===== config.mk =====
export PLATFORM = sky130hd
export DESIGN_NAME = spi_reg_bridge_flat
export DESIGN_NICKNAME = d
export VERILOG_FILES = /design/src/rtl/spi_reg_pkg.sv /design/src/rtl/spi_reg_bridge_if.sv /design/src/rtl/spi_reg_bank.sv /design/src/rtl/spi_reg_bridge.sv /design/src/flat_wrapper.sv
export SDC_FILE = /design/constraint.sdc
export NUM_CORES = 1
export LEC_CHECK = 0
export ABC_AREA = 1
export BUFFER_PORTS_ARGS = -buffer_cell sky130_fd_sc_hd__buf_2
export CAP_MARGIN = 20
export CORE_ASPECT_RATIO = 0.75
export CORE_MARGIN = 5
export CORE_UTILIZATION = 45
export CTS_CLUSTER_DIAMETER = 100
export DETAILED_ROUTE_END_ITERATION = 8
export GPL_TIMING_DRIVEN = 0
export PLACE_DENSITY = 0.68
export SLEW_MARGIN = 20
export SYNTH_ARGS = -nofsm -noshare
export SYNTH_HDL_FRONTEND = slang
export SYNTH_SLANG_ARGS = --single-unit
export TNS_END_PERCENT = 5

===== constraint.sdc =====
create_clock -name i_clk -period 2.6 [get_ports i_clk]
set_input_delay 0.26 -clock i_clk [delete_from_list [all_inputs] [get_ports i_clk]]
set_output_delay 0.26 -clock i_clk [all_outputs]
set_load 0.05 [all_outputs]

===== src/rtl/spi_reg_pkg.sv =====
// Shared types and constants for the SPI register bridge and its register bank.
package spi_reg_pkg;

  typedef enum logic [1:0] {
    ST_IDLE  = 2'd0,
    ST_CMD   = 2'd1,
    ST_WRITE = 2'd2,
    ST_READ  = 2'd3
  } state_e;

  localparam int         CMD_RW_BIT      = 7;
  localparam int         ADDR_W          = 7;
  localparam logic [7:0] ID_BYTE_DEFAULT = 8'hA5;

  function automatic logic addr_in_range(input logic [ADDR_W-1:0] addr, input int num_regs);
    return int'(addr) < num_regs;
  endfunction

endpackage


===== src/rtl/spi_reg_bridge_if.sv =====
// Byte handshake between the SPI peripheral (master side) and the register bridge (slave side).
interface spi_reg_bridge_if;

  logic       i_rxDataValid;
  logic [7:0] i_rxData;
  logic       o_txDataValid;
  logic [7:0] o_txData;

  modport master (
    output i_rxDataValid,
    output i_rxData,
    input  o_txDataValid,
    input  o_txData
  );

  modport slave (
    input  i_rxDataValid,
    input  i_rxData,
    output o_txDataValid,
    output o_txData
  );

endinterface


===== src/rtl/spi_reg_bank.sv =====
// Local register bank: range-checked write port, registered write strobe/address,
// and a combinational read mux that returns 8'h00 for unimplemented addresses.
module spi_reg_bank
  import spi_reg_pkg::*;
#(
  parameter int NUM_REGS = 16
) (
  input  logic                  i_clk,
  input  logic                  i_rst,
  input  logic                  i_wrEn,
  input  logic [ADDR_W-1:0]     i_wrAddr,
  input  logic [7:0]            i_wrData,
  input  logic [ADDR_W-1:0]     i_rdAddr,
  output logic [7:0]            o_rdData,
  output logic [8*NUM_REGS-1:0] o_regs,
  output logic                  o_wrStrobe,
  output logic [ADDR_W-1:0]     o_wrAddr
);

  logic [8*NUM_REGS-1:0] r_regs;
  logic                  r_wrStrobe;
  logic [ADDR_W-1:0]     r_wrAddr;
  logic                  w_wr_ok;

  assign w_wr_ok = i_wrEn && addr_in_range(i_wrAddr, NUM_REGS);

  always_ff @(posedge i_clk) begin
    if (i_rst) begin
      r_regs     <= '0;
      r_wrStrobe <= 1'b0;
      r_wrAddr   <= '0;
    end else begin
      r_wrStrobe <= w_wr_ok;
      if (w_wr_ok) begin
        r_wrAddr <= i_wrAddr;
        for (int i = 0; i < NUM_REGS; i++) begin
          if (i_wrAddr == ADDR_W'(i)) r_regs[8*i +: 8] <= i_wrData;
        end
      end
    end
  end

  // No entry matches an out-of-range address, so the default zero is returned.
  always_comb begin
    o_rdData = 8'h00;
    for (int i = 0; i < NUM_REGS; i++) begin
      if (i_rdAddr == ADDR_W'(i)) o_rdData = r_regs[8*i +: 8];
    end
  end

  assign o_regs     = r_regs;
  assign o_wrStrobe = r_wrStrobe;
  assign o_wrAddr   = r_wrAddr;

endmodule


===== src/rtl/spi_reg_bridge.sv =====
// Command-decoding register bridge behind a Mode 0 SPI peripheral.
// Build option SPI_REG_AUTOINC_EN: address auto-increments after each data byte (burst).
//
// state  | meaning
// IDLE   | frame closed, ID byte loaded for transmit
// CMD    | waiting for the command byte {rw, addr}
// WRITE  | each received byte is written to reg[addr]
// READ   | each received dummy byte loads the next read byte
module spi_reg_bridge
  import spi_reg_pkg::*;
#(
  parameter int         NUM_REGS = 16,
  parameter logic [7:0] ID_BYTE  = ID_BYTE_DEFAULT
) (
  input  logic                  i_clk,
  input  logic                  i_rst,
  input  logic                  i_SPI_CS_n,
  spi_reg_bridge_if.slave       spi,
  output logic [8*NUM_REGS-1:0] o_regs,
  output logic                  o_wrStrobe,
  output logic [ADDR_W-1:0]     o_wrAddr,
  output logic                  o_addrErr
);

  localparam logic [1:0] S_IDLE  = 2'(ST_IDLE);
  localparam logic [1:0] S_CMD   = 2'(ST_CMD);
  localparam logic [1:0] S_WRITE = 2'(ST_WRITE);
  localparam logic [1:0] S_READ  = 2'(ST_READ);

`ifdef SPI_REG_AUTOINC_EN
  localparam logic [ADDR_W-1:0] ADDR_STEP = ADDR_W'(1);
`else
  localparam logic [ADDR_W-1:0] ADDR_STEP = ADDR_W'(0);
`endif

  logic              r_cs_meta1, r_cs_meta2, r_cs_align;
  logic [1:0]        r_flush;
  logic              r_armed;
  logic [1:0]        r_state;
  logic [ADDR_W-1:0] r_addr;
  logic [7:0]        r_txData;
  logic              r_txDataValid;
  logic              r_load_id;
  logic              r_addrErr;

  logic              w_cs_fall, w_cs_rise, w_enter_idle;
  logic              w_rx, w_cmd_rd;
  logic [ADDR_W-1:0] w_cmd_addr, w_addr_next, w_rd_addr;
  logic              w_wr_en, w_rd_load, w_wr_err, w_rd_err;
  logic [7:0]        w_rd_data;

  // Edges are taken between meta2 and the alignment flop so the FSM reacts on
  // the same edge the aligned CS changes. A fall only counts once CS has been
  // seen high after reset, so a reset inside a frame waits for the next frame.
  assign w_cs_fall    = r_armed & r_cs_align & ~r_cs_meta2;
  assign w_cs_rise    = ~r_cs_align & r_cs_meta2;
  assign w_enter_idle = w_cs_rise && (r_state != S_IDLE);

  assign w_rx        = spi.i_rxDataValid;
  assign w_cmd_rd    = spi.i_rxData[CMD_RW_BIT];
  assign w_cmd_addr  = spi.i_rxData[ADDR_W-1:0];
  assign w_addr_next = r_addr + ADDR_STEP;

  always_comb begin
    w_wr_en   = 1'b0;
    w_rd_load = 1'b0;
    w_rd_addr = r_addr;
    case (r_state)
      S_CMD: begin
        if (w_rx && w_cmd_rd) begin
          w_rd_load = 1'b1;
          w_rd_addr = w_cmd_addr;
        end
      end
      S_WRITE: w_wr_en = w_rx;
      S_READ: begin
        if (w_rx) begin
          w_rd_load = 1'b1;
          w_rd_addr = w_addr_next;
        end
      end
      default: ;
    endcase
  end

  assign w_wr_err = w_wr_en & ~addr_in_range(r_addr, NUM_REGS);
  assign w_rd_err = w_rd_load & ~addr_in_range(w_rd_addr, NUM_REGS);

  always_ff @(posedge i_clk) begin
    if (i_rst) begin
      r_cs_meta1 <= 1'b1;
      r_cs_meta2 <= 1'b1;
      r_cs_align <= 1'b1;
      r_flush    <= 2'b00;
      r_armed    <= 1'b0;
    end else begin
      r_cs_meta1 <= i_SPI_CS_n;
      r_cs_meta2 <= r_cs_meta1;
      r_cs_align <= r_cs_meta2;
      r_flush    <= {r_flush[0], 1'b1};
      r_armed    <= r_armed | (r_flush[1] & r_cs_meta2);
    end
  end

  always_ff @(posedge i_clk) begin
    if (i_rst) begin
      r_state <= S_IDLE;
      r_addr  <= '0;
    end else begin
      case (r_state)
        S_IDLE: if (w_cs_fall) r_state <= S_CMD;
        S_CMD: begin
          if (w_rx) begin
            r_addr  <= w_cmd_addr;
            r_state <= w_cmd_rd ? S_READ : S_WRITE;
          end
        end
        S_WRITE, S_READ: if (w_rx) r_addr <= w_addr_next;
        default: r_state <= S_IDLE;
      endcase
      // Any byte in this cycle has already been acted on above; the close wins the state.
      if (w_enter_idle) r_state <= S_IDLE;
    end
  end

  always_ff @(posedge i_clk) begin
    if (i_rst) begin
      r_txData      <= ID_BYTE;
      r_txDataValid <= 1'b0;
      r_load_id     <= 1'b1;
      r_addrErr     <= 1'b0;
    end else begin
      r_addrErr <= r_addrErr | w_wr_err | w_rd_err;
      if (r_load_id || w_enter_idle) begin
        r_txData      <= ID_BYTE;
        r_txDataValid <= 1'b1;
        r_load_id     <= 1'b0;
      end else if (w_rd_load) begin
        r_txData      <= w_rd_data;
        r_txDataValid <= 1'b1;
      end else begin
        r_txDataValid <= 1'b0;
      end
    end
  end

  spi_reg_bank #(
    .NUM_REGS (NUM_REGS)
  ) u_bank (
    .i_clk      (i_clk),
    .i_rst      (i_rst),
    .i_wrEn     (w_wr_en),
    .i_wrAddr   (r_addr),
    .i_wrData   (spi.i_rxData),
    .i_rdAddr   (w_rd_addr),
    .o_rdData   (w_rd_data),
    .o_regs     (o_regs),
    .o_wrStrobe (o_wrStrobe),
    .o_wrAddr   (o_wrAddr)
  );

  assign spi.o_txData      = r_txData;
  assign spi.o_txDataValid = r_txDataValid;
  assign o_addrErr         = r_addrErr;

endmodule


===== src/flat_wrapper.sv =====
// flat-port wrapper written by rule: the top's interface ports become plain ports
module spi_reg_bridge_flat import spi_reg_pkg::*;
#(
  parameter int         NUM_REGS = 16,
  parameter logic [7:0] ID_BYTE  = ID_BYTE_DEFAULT
)
  (i_clk, i_rst, i_SPI_CS_n, o_regs, o_wrStrobe, o_wrAddr, o_addrErr, spi_i_rxDataValid, spi_i_rxData, spi_o_txDataValid, spi_o_txData);
  spi_reg_bridge_if spi_i ();
  input  logic i_clk;
  input  logic i_rst;
  input  logic i_SPI_CS_n;
  output logic [8*NUM_REGS-1:0] o_regs;
  output logic o_wrStrobe;
  output logic [ADDR_W-1:0] o_wrAddr;
  output logic o_addrErr;
  input wire logic [$bits(spi_i.i_rxDataValid)-1:0] spi_i_rxDataValid;
  input wire logic [$bits(spi_i.i_rxData)-1:0] spi_i_rxData;
  output wire logic [$bits(spi_i.o_txDataValid)-1:0] spi_o_txDataValid;
  output wire logic [$bits(spi_i.o_txData)-1:0] spi_o_txData;
  assign spi_i.i_rxDataValid = spi_i_rxDataValid;
  assign spi_i.i_rxData = spi_i_rxData;
  assign spi_o_txDataValid = spi_i.o_txDataValid;
  assign spi_o_txData = spi_i.o_txData;
  spi_reg_bridge #(.NUM_REGS(NUM_REGS), .ID_BYTE(ID_BYTE)) u_core (.i_clk(i_clk), .i_rst(i_rst), .i_SPI_CS_n(i_SPI_CS_n), .spi(spi_i), .o_regs(o_regs), .o_wrStrobe(o_wrStrobe), .o_wrAddr(o_wrAddr), .o_addrErr(o_addrErr));
endmodule

After elaboration in Yosys (flattened, before gate mapping)
Index checks and enable logic that the tools add are counted.
{ "word_totals": {"mem_bits_rw": 0, "elab_cells": 138, "latchBits": 0, "input_bits": 12, "mem_count": 0, "romBits": 0, "register_bits": 162} }
{ "op_classes": {"multipliers": 0, "reduce_logical": 29, "mux": 29, "shift": 0, "order_cmp": 2, "eq_ne": 35, "bitwise": 13, "addsub": 0, "div": 0} }
{ "op_table": {"columns": ["cell", "n"], "rows": [
  ["$mux 8", 16],
  ["$eq 7x4->1 const B", 16],
  ["$eq 7x3->1 const B", 8],
  ["$reduce_and 2->1", 17],
  ["$eq 7x2->1 const B", 4],
  ["$eq 7x1->1 const B", 2],
  ["$logic_not 7->1", 2],
  ["$lt 7x5->1 const B", 2],
  ["$mux 7", 2],
  ["$mux 1", 7],
  ["$and 1x1->1", 6],
  ["$eq 2x2->1 const B", 2],
  ["$mux 2", 2],
  ["$not 1->1", 4],
  ["$pmux 2 s2", 1],
  ["$reduce_bool 2->1", 2],
  ["$reduce_or 2->1", 2],
  ["$logic_and 1x1->1", 3],
  ["$or 1x1->1", 3],
  ["$reduce_and 3->1", 1],
  ["$eq 2x1->1 const B", 1],
  ["$logic_not 2->1", 1],
  ["$ne 2x1->1 const B", 1],
  ["$ne 2x2->1 const B", 1],
  ["2 further kinds", 2]
]} }

Longest topological paths before layout
Gate-level depths: netlist of run 1.
{ "depth": {"ltp_word": 20, "mapped_depth": 21, "depth_no_buf": 20} }

Hierarchy
Synthesis of run 1 repeated with hierarchy kept, for this count alone.
{ "unflattened": {"cells_unflattened": 916, "area_unflattened_um2": 6785.3} }
{ "by_module_without_submodules": {"columns": ["module", "cells_per_inst", "instances", "area_per_inst_um2"], "rows": [
  ["spi_reg_bank", 786, 1, 5754.3],
  ["spi_reg_bridge", 130, 1, 1031.0]
]} }

Least setup slack after synthesis of run 1
Ideal clock, no wire load.
{ "synth_path": {"path_kind": "in2reg", "startpoint": "in spi_i_rxData[7]", "endpoint": "reg u_core.r_txData[4], in the netlist u_core.spi.o_txData[4]", "path_stages": 19, "t_arrival_ps": 1882, "slack_ps": 590, "required_time_ps": 2472, "setup_ps": 128, "path_buffers": 2, "cell_sequence": "buf_2 -> nand2_2 -> inv_2 -> nand2_1 -> nand2_1 -> nand2_1 -> nand2_1 -> nor2_4 -> buf_4 -> nand3_1 -> nand3_1 -> nor2_1 -> nand3_1 -> nor3_1 -> nand4_1 -> nor2_1 -> nand4_1 -> nand2_1 -> a21oi_1"} }
{ "synth_via": {"elab_chain_len": 20, "elab_cells_between_ends": 37, "cone_classes": "15 x eq/ne; 20 x mux; 2 x reduce/logical"} }
{ "synth_lines": {"columns": ["item", "line", "source"], "rows": [
  ["start: declaration", "flat_wrapper.sv:17", "input wire logic [$bits(spi_i.i_rxData)-1:0] spi_i_rxData;"],
  ["$logic_and 1x1->1 *", "spi_reg_bridge.sv:70", "if (w_rx && w_cmd_rd) begin"],
  ["$mux 7", "spi_reg_bridge.sv:70", null],
  ["$mux 7", null, null],
  ["$logic_not 7->1", "spi_reg_bank.sv:47", "if (i_rdAddr == ADDR_W'(i)) o_rdData = r_regs[8*i +: 8];"],
  ["$mux 8 (16 in a row)", "spi_reg_bank.sv:47", null],
  ["end signal: assignment", "spi_reg_bridge.sv:139", "r_txData <= w_rd_data;"],
  ["end: declaration", "spi_reg_bridge.sv:41", "logic [7:0] r_txData;"]
]} }
Mark *: on every way between the ends. The rest lies on a longest branch, timed or not.
A chain may end at the register's enable or synchronous reset.

Worst setup path in the final report of run 1
{ "layout_path": {"startpoint": "reg u_core.r_state[1]", "endpoint": "reg u_core.r_txData[2], in the netlist u_core.spi.o_txData[2]"} }
{ "layout_via": {"elab_chain_len": 19, "elab_cells_between_ends": 40, "cone_classes": "17 x eq/ne; 18 x mux; 5 x reduce/logical"} }
{ "layout_lines": {"columns": ["item", "line", "source"], "rows": [
  ["start: declaration", "spi_reg_bridge.sv:39", "logic [1:0] r_state;"],
  ["start signal: assignment", "spi_reg_bridge.sv:115", "r_state <= w_cmd_rd ? S_READ : S_WRITE;"],
  ["$eq 2x1->1", "spi_reg_bridge.sv:68", "case (r_state)"],
  ["$mux 7", null, null],
  ["$logic_not 7->1", "spi_reg_bank.sv:47", null],
  ["$mux 8 (16 in a row)", "spi_reg_bank.sv:47", null]
]} }
Parallel ways exist; a longest one is shown, timed or not.

==> results of run 1 <==
## through the flow
| step | hold WS, ps | cells | total power (W) | setup TNS, ps |
|---|---|---|---|---|
| 6_report | 14.47 | 1405 | 0.005136 | 0 |
| 3_3_place_gp | 394.8 | 1344 | 0.002773 | -2554 |
| 4_1_cts | 8.776 | 1380 | 0.005121 | 0 |
| 3_5_place_dp | 398.8 | 1344 | 0.002775 | -2174 |
| 5_1_grt | 27.92 | 1405 | 0.005273 | -734.8 |
| 2_1_floorplan | 363.8 | 985 | 0.002687 | 0 |
## where the power goes
part | total [W] | switching (W) | leakage (nW) | internal (W)
sequential | 0.00250 | 0.00000606 | 1.31 | 0.00249
combinational | 0.000260 | 0.000195 | 2.20 | 0.0000658
clock | 0.00238 | 0.00102 | 0.255 | 0.00136
total | 0.00514 | 0.00122 | 3.76 | 0.00392
## timing repair
action	in CTS	in global routing
setup endpoints to repair	7	81
gates cloned	0	1
setup buffers	5	24
gates resized for setup	16	58
pin swaps	11	27
## final cells by class
type                       instances  area (µm²)
buffer                            51       211.5
multi-input combinational        626        3181
clock inverter                     9       82.58
sequential                       162        3252
inverter                         145       554.3
clock buffer                      23       467.9
fill                            1502        6215
timing repair buffer             184        1005
tap                              205       256.5
## cell families (layout without fill, tap and decap cells)
logic type	after synthesis	after routing	share of synthesized area, %
AND/OR/NAND/NOR	331	331	21.34
buffers and inverters	197	412	10.75
AO/OA/AOI/OAI	295	295	21.48
flip-flops	162	162	46.43
## worst paths after layout
| path | startpoint | end | slack (ps) | depth (start not counted) |
|---|---|---|---|---|
| setup / recovery | u_core.r_state[1] | u_core.spi.o_txData[2] | 50 | 17 |
| hold / removal | i_SPI_CS_n | u_core.r_cs_meta1 | 10 | 2 |
| setup reg to reg | u_core.r_state[1] | u_core.spi.o_txData[2] | 50 | 17 |
| hold reg to reg | u_core.r_flush[0] | u_core.r_flush[1] | 400 | 2 |
## metal layers
metal  wire length, µm  share of wire (%)  global-route usage (%)
met1             11060                 44                   39.37
met2             10820                 43                   37.90
met3              2824                 11                   6.468
met4               442                1.8                   7.777
met5                 0                  0                       0
## state kept, by name (all words and copies together), names as in the netlist, 2 cells and up
signal,flops
u_core.u_bank.o_wrAddr,7
u_core.spi.o_txData,8
u_core.r_addr,7
u_core.r_state,2
u_core.r_flush,2
u_core.u_bank.o_regs,128
## layout by cell type, fill, tap and decap left out, types with 9 or more instances in the layout
cell type and count:
a21oi_1 161, buf_2 161, buf_4 26, clkbuf_1 45, clkbuf_16 17, dfxtp_1 159
inv_1 131, inv_2 9, nand2_1 155, nand2_2 9, nand3_1 57, nand4_1 21
nor2_1 42, nor2_2 12, nor2_4 12, o21ai_0 115
==> impl_metrics.yaml, run 1 <==
run_status:
  status: "finished clean"
timing:
  rsz0062_at_grt: "true"
  finalSetupViolations: 0
  period_share_pct: 98.26
  min_period_ps: 2555
  slew_viol_final: 0
  worst_slack_ps: 45.20
  hold_violations: 0
  fmax_mhz: 391.4
  worst_pin_slew_ps: 790.9
  fin_worst_skew_ps: 6.684
  max-slew-margin-rel_pct: 47.27
yosys:
  avgSynthCellArea_um2: 7.091
  synth_commonest_cells: "a21oi_1, nand2_1, dfxtp_1"
  async_flop_share_pct: 0
  yosysWarnings: 0
  synth_seq_area_share_pct: 46.43
  synthCells: 985
  netlist_area_um2: 6984
  synth_top_area_cell: "dfxtp_1"
  synth_most_common_cell: "a21oi_1"
  synth-seq-cells: 162
  yosys.cell_types.count: 26
  synth_top_area_share_pct: 46.43
  synthTopCellsByArea: "dfxtp_1, a21oi_1, nand2_1"
  synth_top_flop_cell: "dfxtp_1"
  synth_nets: 997
  synth-edff-count: 0
clocking:
  cts_buffers: 17
  clk_path_buf_depth: 2
  path_clk_slew_ps: 60
  clock_sinks: 162
  root_buffer: "clkbuf_16"
  htree_levels: 4
  tritoncts: "done"
  postCtsHoldBufs: 0
  clock_latency_ps: 440
route:
  drt_iter0_drc: 981
  firstDrtPassIters: 6
  wl_per_cell_um: 17.89
  routed_wl_um: 25140
  via_count: 7541
  ant_nets: 0
  drcViolationCount: 0
  viasPerCell: 5.367
cells_and_area:
  antennaDiodeCount: 0
  post-route-util_pct: 59.18
  nets: 1199
  drive_gt1_share_pct: 24.75
  syn2layout_area_growth_pct: 29.00
  fin_area_um2: 9010
setup_path:
  critical_path.max_fanout: 7
  start_kind: "register"
  critPathSlowestCell: "dfxtp_4"
  required_ps: 2920
  max_stage_delay_ps: 370
  arrival_ps: 2880
  path_buf_inv: 3
  path_cells: "inv_4 -> nand2_4 -> nor2_4 -> nor2_1 -> nor2_4 -> buf_6 -> inv_4 -> nand4_1 -> nor2_1 -> nor2_2 -> nand4_1 -> o21ai_1 -> nand4_1 -> nor2_2 -> nand4_1 -> nand2_1 -> nand2_1"
  critPathTopFamily: "simple AND/OR/NAND/NOR gates"
  path_common_cell: "nand4_1"
  critical_path_class: "register to register"
  critPathCaptureType: "register"
placed_design:
  dp_hpwl_um: 17650
  port_buffers: 154
  gp_congestion: 0.9129
  placed_cell_area_um2: 8011
  pre_cts_slack_ps: -370.6
die:
  die-height_um: 117.9
  start_util_pct: 45.87
  num_io_pins: 158
  core_area_um2: 15220
  die-area_um2: 18140
  die_w_um: 153.9
  fp-row-count: 39
global_routing:
  grt_pass1_wl_um: 38240
  overflow: 0
  grt_pass1_vias: 6677
  grt_max_degree: 17
  groute.usage.overall_pct: 26.53
  antenna_found_initial: 0
flow_run:
  max-cap-violations: 0
power_and_ir_drop:
  peakVddDrop_uv: 457.6
  p_leak_nw: 3.762
  powerDensity_nw_per_um2: 570.0
min_path:
  worst_hold_path_type: "input port to register"
No activity file was read; power rests on OpenSTA's default activity.
==> inputs of run 2 (changes only) <==
--- a/config.mk
+++ b/config.mk
@@ -14,6 +14,7 @@
 export CTS_CLUSTER_DIAMETER = 100
 export DETAILED_ROUTE_END_ITERATION = 8
 export GPL_TIMING_DRIVEN = 0
+export MAX_ROUTING_LAYER = met4
 export PLACE_DENSITY = 0.68
 export SLEW_MARGIN = 20
 export SYNTH_ARGS = -nofsm -noshare
==> impl_metrics.yaml, run 2 (synthesis results as in run 1) <==
run_status:
  status: "finished with violations"
  violations: "setup timing"
route:
  drcViolationCount: 0
  ant_nets: 0
  wl_per_cell_um: 17.64
  drt_iter0_drc: 949
  viasPerCell: 5.319
  via_count: 7346
  firstDrtPassIters: 5
  routed_wl_um: 24360
timing:
  fmax_mhz: 381.2
  fin_worst_skew_ps: 7.800
  period_share_pct: 100.9
  finalSetupViolations: 1
  hold_violations: 0
  worst_pin_slew_ps: 989.4
  max-slew-margin-rel_pct: 33.43
  min_period_ps: 2623
  worst_slack_ps: -23.09
  rsz0062_at_grt: "true"
  slew_viol_final: 0
global_routing:
  grt_max_degree: 17
  use_met3_pct: 5.696
  groute.usage.overall_pct: 26.76
  use_met2_pct: 37.21
  top_usage_layer: "met1"
  overflow: 0
  antenna_found_initial: 0
  grt_pass1_vias: 6677
  grt_use_met1_pct: 38.79
  grt_pass1_wl_um: 37370
clocking:
  clock_sinks: 162
  root_buffer: "clkbuf_16"
  path_clk_slew_ps: 60
  clk_path_buf_depth: 2
  cts_buffers: 17
  htree_levels: 4
  clock_latency_ps: 430
  tritoncts: "done"
setup_path:
  r2r_start: "u_core.r_addr[0]"
  worstSetupStartpoint: "u_core.r_addr[0]"
  start_kind: "register"
  cp-endpoint: "u_core.spi.o_txData[0]"
  arrival_ps: 2950
  r2r_slack_ps: -20
  critPathCaptureType: "register"
  critical_path.max_fanout: 7
  critical_path_class: "register to register"
  ff2ff_path_depth: 15
  required_ps: 2930
  r2r-end: "u_core.spi.o_txData[0]"
cells_and_area:
  nFillCells: 1498
  drive_gt1_share_pct: 21.94
  post-route-util_pct: 57.73
  nets: 1175
  final_common_cell: "a21oi_1"
  layout_common_cells: "a21oi_1, nand2_1, buf_2, dfxtp_1, inv_1"
  stdcell_count: 1381
  largest_reg_flops: 128
  fin_area_um2: 8788
  antennaDiodeCount: 0
  syn2layout_area_growth_pct: 25.83
min_path:
  worst_hold_path_type: "input port to register"
  hold_start: "i_rst"
placed_design:
  dp_hpwl_um: 17620
  port_buffers: 154
  gp_congestion: 0.9354
  placed_cell_area_um2: 8011
  dp.cells: 1344
die:
  die-area_um2: 18140
  die-height_um: 117.9
  die_w_um: 153.9
  core_area_um2: 15220
  start_util_pct: 45.87
  fp-row-count: 39
  num_io_pins: 158
power_and_ir_drop:
  total_power_w: 0.005412
  peakVddDrop_uv: 501.1
  powerDensity_nw_per_um2: 615.9
  p_leak_nw: 3.664
flow_run:
  max-cap-violations: 0
## run 2: cell count changes in the layout (fill, tap and decap cells not counted), sizes merged
cell	previous run	this run
bufinv	1	4
dlygate4sd3	0	1
buf	192	166
clkinv	4	6
clkinvlp	5	1
## run 2: worst min-delay path by stage
| stage | cells after the start | to | slack (ps) |
|---|---|---|---|
| 2_1_floorplan | 1 | u_core.r_cs_meta1 | 360 |
| 5_1_grt | 4 | u_core.r_state[1] | 160 |
| 3_3_place_gp | 1 | u_core.r_cs_meta2 | 390 |
| 6_report | 4 | u_core.r_state[1] | 130 |
| 4_1_cts | 4 | u_core.r_state[1] | 130 |
| 3_5_place_dp | 1 | u_core.r_cs_meta2 | 400 |
## run 2: per-layer routing
metal	vias to the layer above	routed length [µm]
met5	-	0
met4	0	481
met3	41	2351
met2	367	10260
met1	3350	11270
li1	3588	-
## run 2: cell type report
cell class	count	area (µm²)	area share, %
inverter	145	544.3	6.193
multi-input combinational	626	3088	35.14
sequential	162	3249	36.97
timing repair buffer	160	818.3	9.311
clock inverter	10	156.4	1.780
clock buffer	22	464.2	5.282
tap	205	256.5	2.919
buffer	51	211.5	2.406
## run 2: critical path: stages (launching register included)
cell,delay [ps]
dfxtp_1,430
inv_1,170
nand2_1,110
nand2_2,120
nand2_1,120
inv_2,100
nand2_1,170
o211ai_1,130
nor2_1,190
nand4_1,160
o21ai_1,150
nand4_1,150
nor2_2,170
nand4_1,180
nand2_1,120
nand2_1,50
## run 2: stage by stage
step           hold slack (ps)  setup WS (ps)  setup TNS (ps)
2_1_floorplan            363.8          589.7               0
3_3_place_gp             394.6         -385.9           -2373
3_5_place_dp             396.1         -389.6           -2566
5_1_grt                  157.0         -127.7          -721.1
6_report                 133.5         -23.09          -23.09
4_1_cts                  128.7          3.865               0
## run 2: power by group
part	total (W)	switching, W	leakage (nW)	internal [W]
clock	0.00268	0.00102	0.304	0.00165
combinational	0.000239	0.000184	2.05	0.0000553
sequential	0.00250	0.00000551	1.31	0.00249
total	0.00541	0.00121	3.66	0.00420
## run 2: timing repair
item / 4_1_cts / 5_1_grt
resized for setup: 12 / 27
pin swaps: 10 / 9
hold buffers: 1 / 0
endpoints found under the hold margin: 1 / 0
setup buffers: 4 / 1
endpoints found under the setup margin: 6 / 96
==> inputs of run 3 (changes only) <==
--- a/config.mk
+++ b/config.mk
@@ -6,7 +6,7 @@
 export NUM_CORES = 1
 export LEC_CHECK = 0
 export ABC_AREA = 1
-export BUFFER_PORTS_ARGS = -buffer_cell sky130_fd_sc_hd__buf_2
+export BUFFER_PORTS_ARGS = -buffer_cell sky130_fd_sc_hd__clkbuf_2
 export CAP_MARGIN = 20
 export CORE_ASPECT_RATIO = 0.75
 export CORE_MARGIN = 5
==> impl_metrics.yaml, run 3 (synthesis results as in run 1) <==
route:
  viasPerCell: 5.322
  wl_per_cell_um: 17.56
  firstDrtPassIters: 5
  ant_nets: 0
  routed_wl_um: 24410
  drcViolationCount: 0
  drt_iter0_drc: 947
  via_count: 7398
setup_path:
  arrival_ps: 2960
  critical_path_class: "register to register"
  path_cells: "inv_4 -> nand2_4 -> nor2_4 -> nor2_2 -> nor2_4 -> inv_2 -> nand4_1 -> buf_4 -> nor2_1 -> nor2_1 -> nand4_1 -> o21ai_1 -> nand4_1 -> nor2_2 -> nand4_1 -> nand2_1 -> nand2_1"
  path_common_cell: "nand4_1"
  critPathSlowestCell: "dfxtp_4"
  path_buf_inv: 3
  critical_path.max_fanout: 5
  max_stage_delay_ps: 370
  required_ps: 2930
  critPathTopFamily: "simple AND/OR/NAND/NOR gates"
  critPathCaptureType: "register"
  start_kind: "register"
timing:
  fin_worst_skew_ps: 9.144
  worst_slack_ps: -33.43
  fin_hold_ws_ps: -0.6893
  min_period_ps: 2633
  hold_violations: 1
  tns_ps: -39.62
  slew_viol_final: 0
  finalSetupViolations: 2
  worst_pin_slew_ps: 897.7
  rsz0062_at_grt: "true"
  period_share_pct: 101.3
  fmax_mhz: 379.7
  max-slew-margin-rel_pct: 39.60
flow_run:
  max-cap-violations: 0
placed_design:
  gp_congestion: 0.9352
  dp_hpwl_um: 17720
  port_buffers: 154
cells_and_area:
  largest_reg_flops: 128
  post-route-util_pct: 58.00
  layout_common_cells: "a21oi_1, dfxtp_1, nand2_1"
  final_common_cell: "a21oi_1"
  drive_gt1_share_pct: 22.87
  nets: 1185
  syn2layout_area_growth_pct: 26.44
  nFillCells: 1511
  antennaDiodeCount: 0
die:
  die-area_um2: 18140
  num_io_pins: 158
  fp-row-count: 39
  die_w_um: 153.9
  start_util_pct: 45.87
  core_area_um2: 15220
  die-height_um: 117.9
clocking:
  path_clk_slew_ps: 60
  clock_latency_ps: 440
  htree_levels: 4
  tritoncts: "done"
  clock_sinks: 162
  clk_path_buf_depth: 2
  root_buffer: "clkbuf_16"
  cts_buffers: 17
global_routing:
  grt_max_degree: 17
  antenna_found_initial: 0
  grt_pass1_vias: 6552
  groute.usage.overall_pct: 26.68
  overflow: 0
  grt_pass1_wl_um: 37120
power_and_ir_drop:
  powerDensity_nw_per_um2: 573.2
  peakVddDrop_uv: 523.6
  p_leak_nw: 3.551
  total_power_w: 0.005062
min_path:
  worst_hold_path_type: "input port to register"
run_status:
  status: "finished with violations"
  violations: "hold timing, setup timing"
run 3: changes by cell type in the layout (fill, tap and decap cells not counted), moves of 4 or more:
cell and delta:
bufinv_16 -4, clkbuf_2 +153, buf_4 +10, buf_2 -153, nand2_2 -5, nand2_4 +7
run 3: what timing repair did:
item,4_1_cts,5_1_grt
hold endpoints to repair,0,0
resized for setup,16,34
setup endpoints to repair,5,20
hold buffers,0,0
setup buffers,6,10
pin swaps,10,18
run 3: final timing paths:
| check | cells after the start | slack, ps | to | from |
|---|---|---|---|---|
| max | 17 | -30 | u_core.spi.o_txData[0] | u_core.r_state[1] |
| min | 2 | -0.7 | u_core.r_cs_meta1 | i_SPI_CS_n |
| max reg2reg | 17 | -30 | u_core.spi.o_txData[0] | u_core.r_state[1] |
| min reg2reg | 2 | 400 | u_core.r_flush[1] | u_core.r_flush[0] |
run 3: layout make-up:
type,count,area [µm²],area share [%]
Buffer,51,207.7,2.352
Tap cell,205,256.5,2.905
Clock buffer,23,478.0,5.412
Clock inverter,8,55.05,0.6234
Multi-Input combinational cell,626,3129,35.43
Timing Repair Buffer,170,903.4,10.23
Inverter,145,549.3,6.220
Sequential cell,162,3252,36.82
run 3: worst reg2reg max path, delay by kind of cell, from the launching register on:
family	cells	cell delay [ps]
compound gates	1	150
simple gates	13	1670
flops	1	370
buf+inv	3	330
run 3: layer usage:
layer	vias up	routed length [µm]	global-route usage [%]
li1	3600	-	-
met3	35	2635	5.770
met2	383	10360	38.12
met5	-	0	-
met1	3380	11130	38.85
met4	0	287	5.516
run 3: power breakdown:
group | switching, W | internal [W]
clock network | 0.00103 | 0.00129
logic | 0.000187 | 0.0000600
registers | 0.00000558 | 0.00249
run 3: per-stage QoR:
stage	instances	setup WS [ps]	hold slack, ps	instance area (µm²)
after global routing	1390	-182.0	6.797	8831
after floorplan	985	589.7	363.8	6984
after detailed placement	1344	-374.7	397.5	8011
after global placement	1344	-376.7	395.4	8011
after CTS	1380	6.663	1.050	8630
final	1390	-33.43	-0.6893	8831
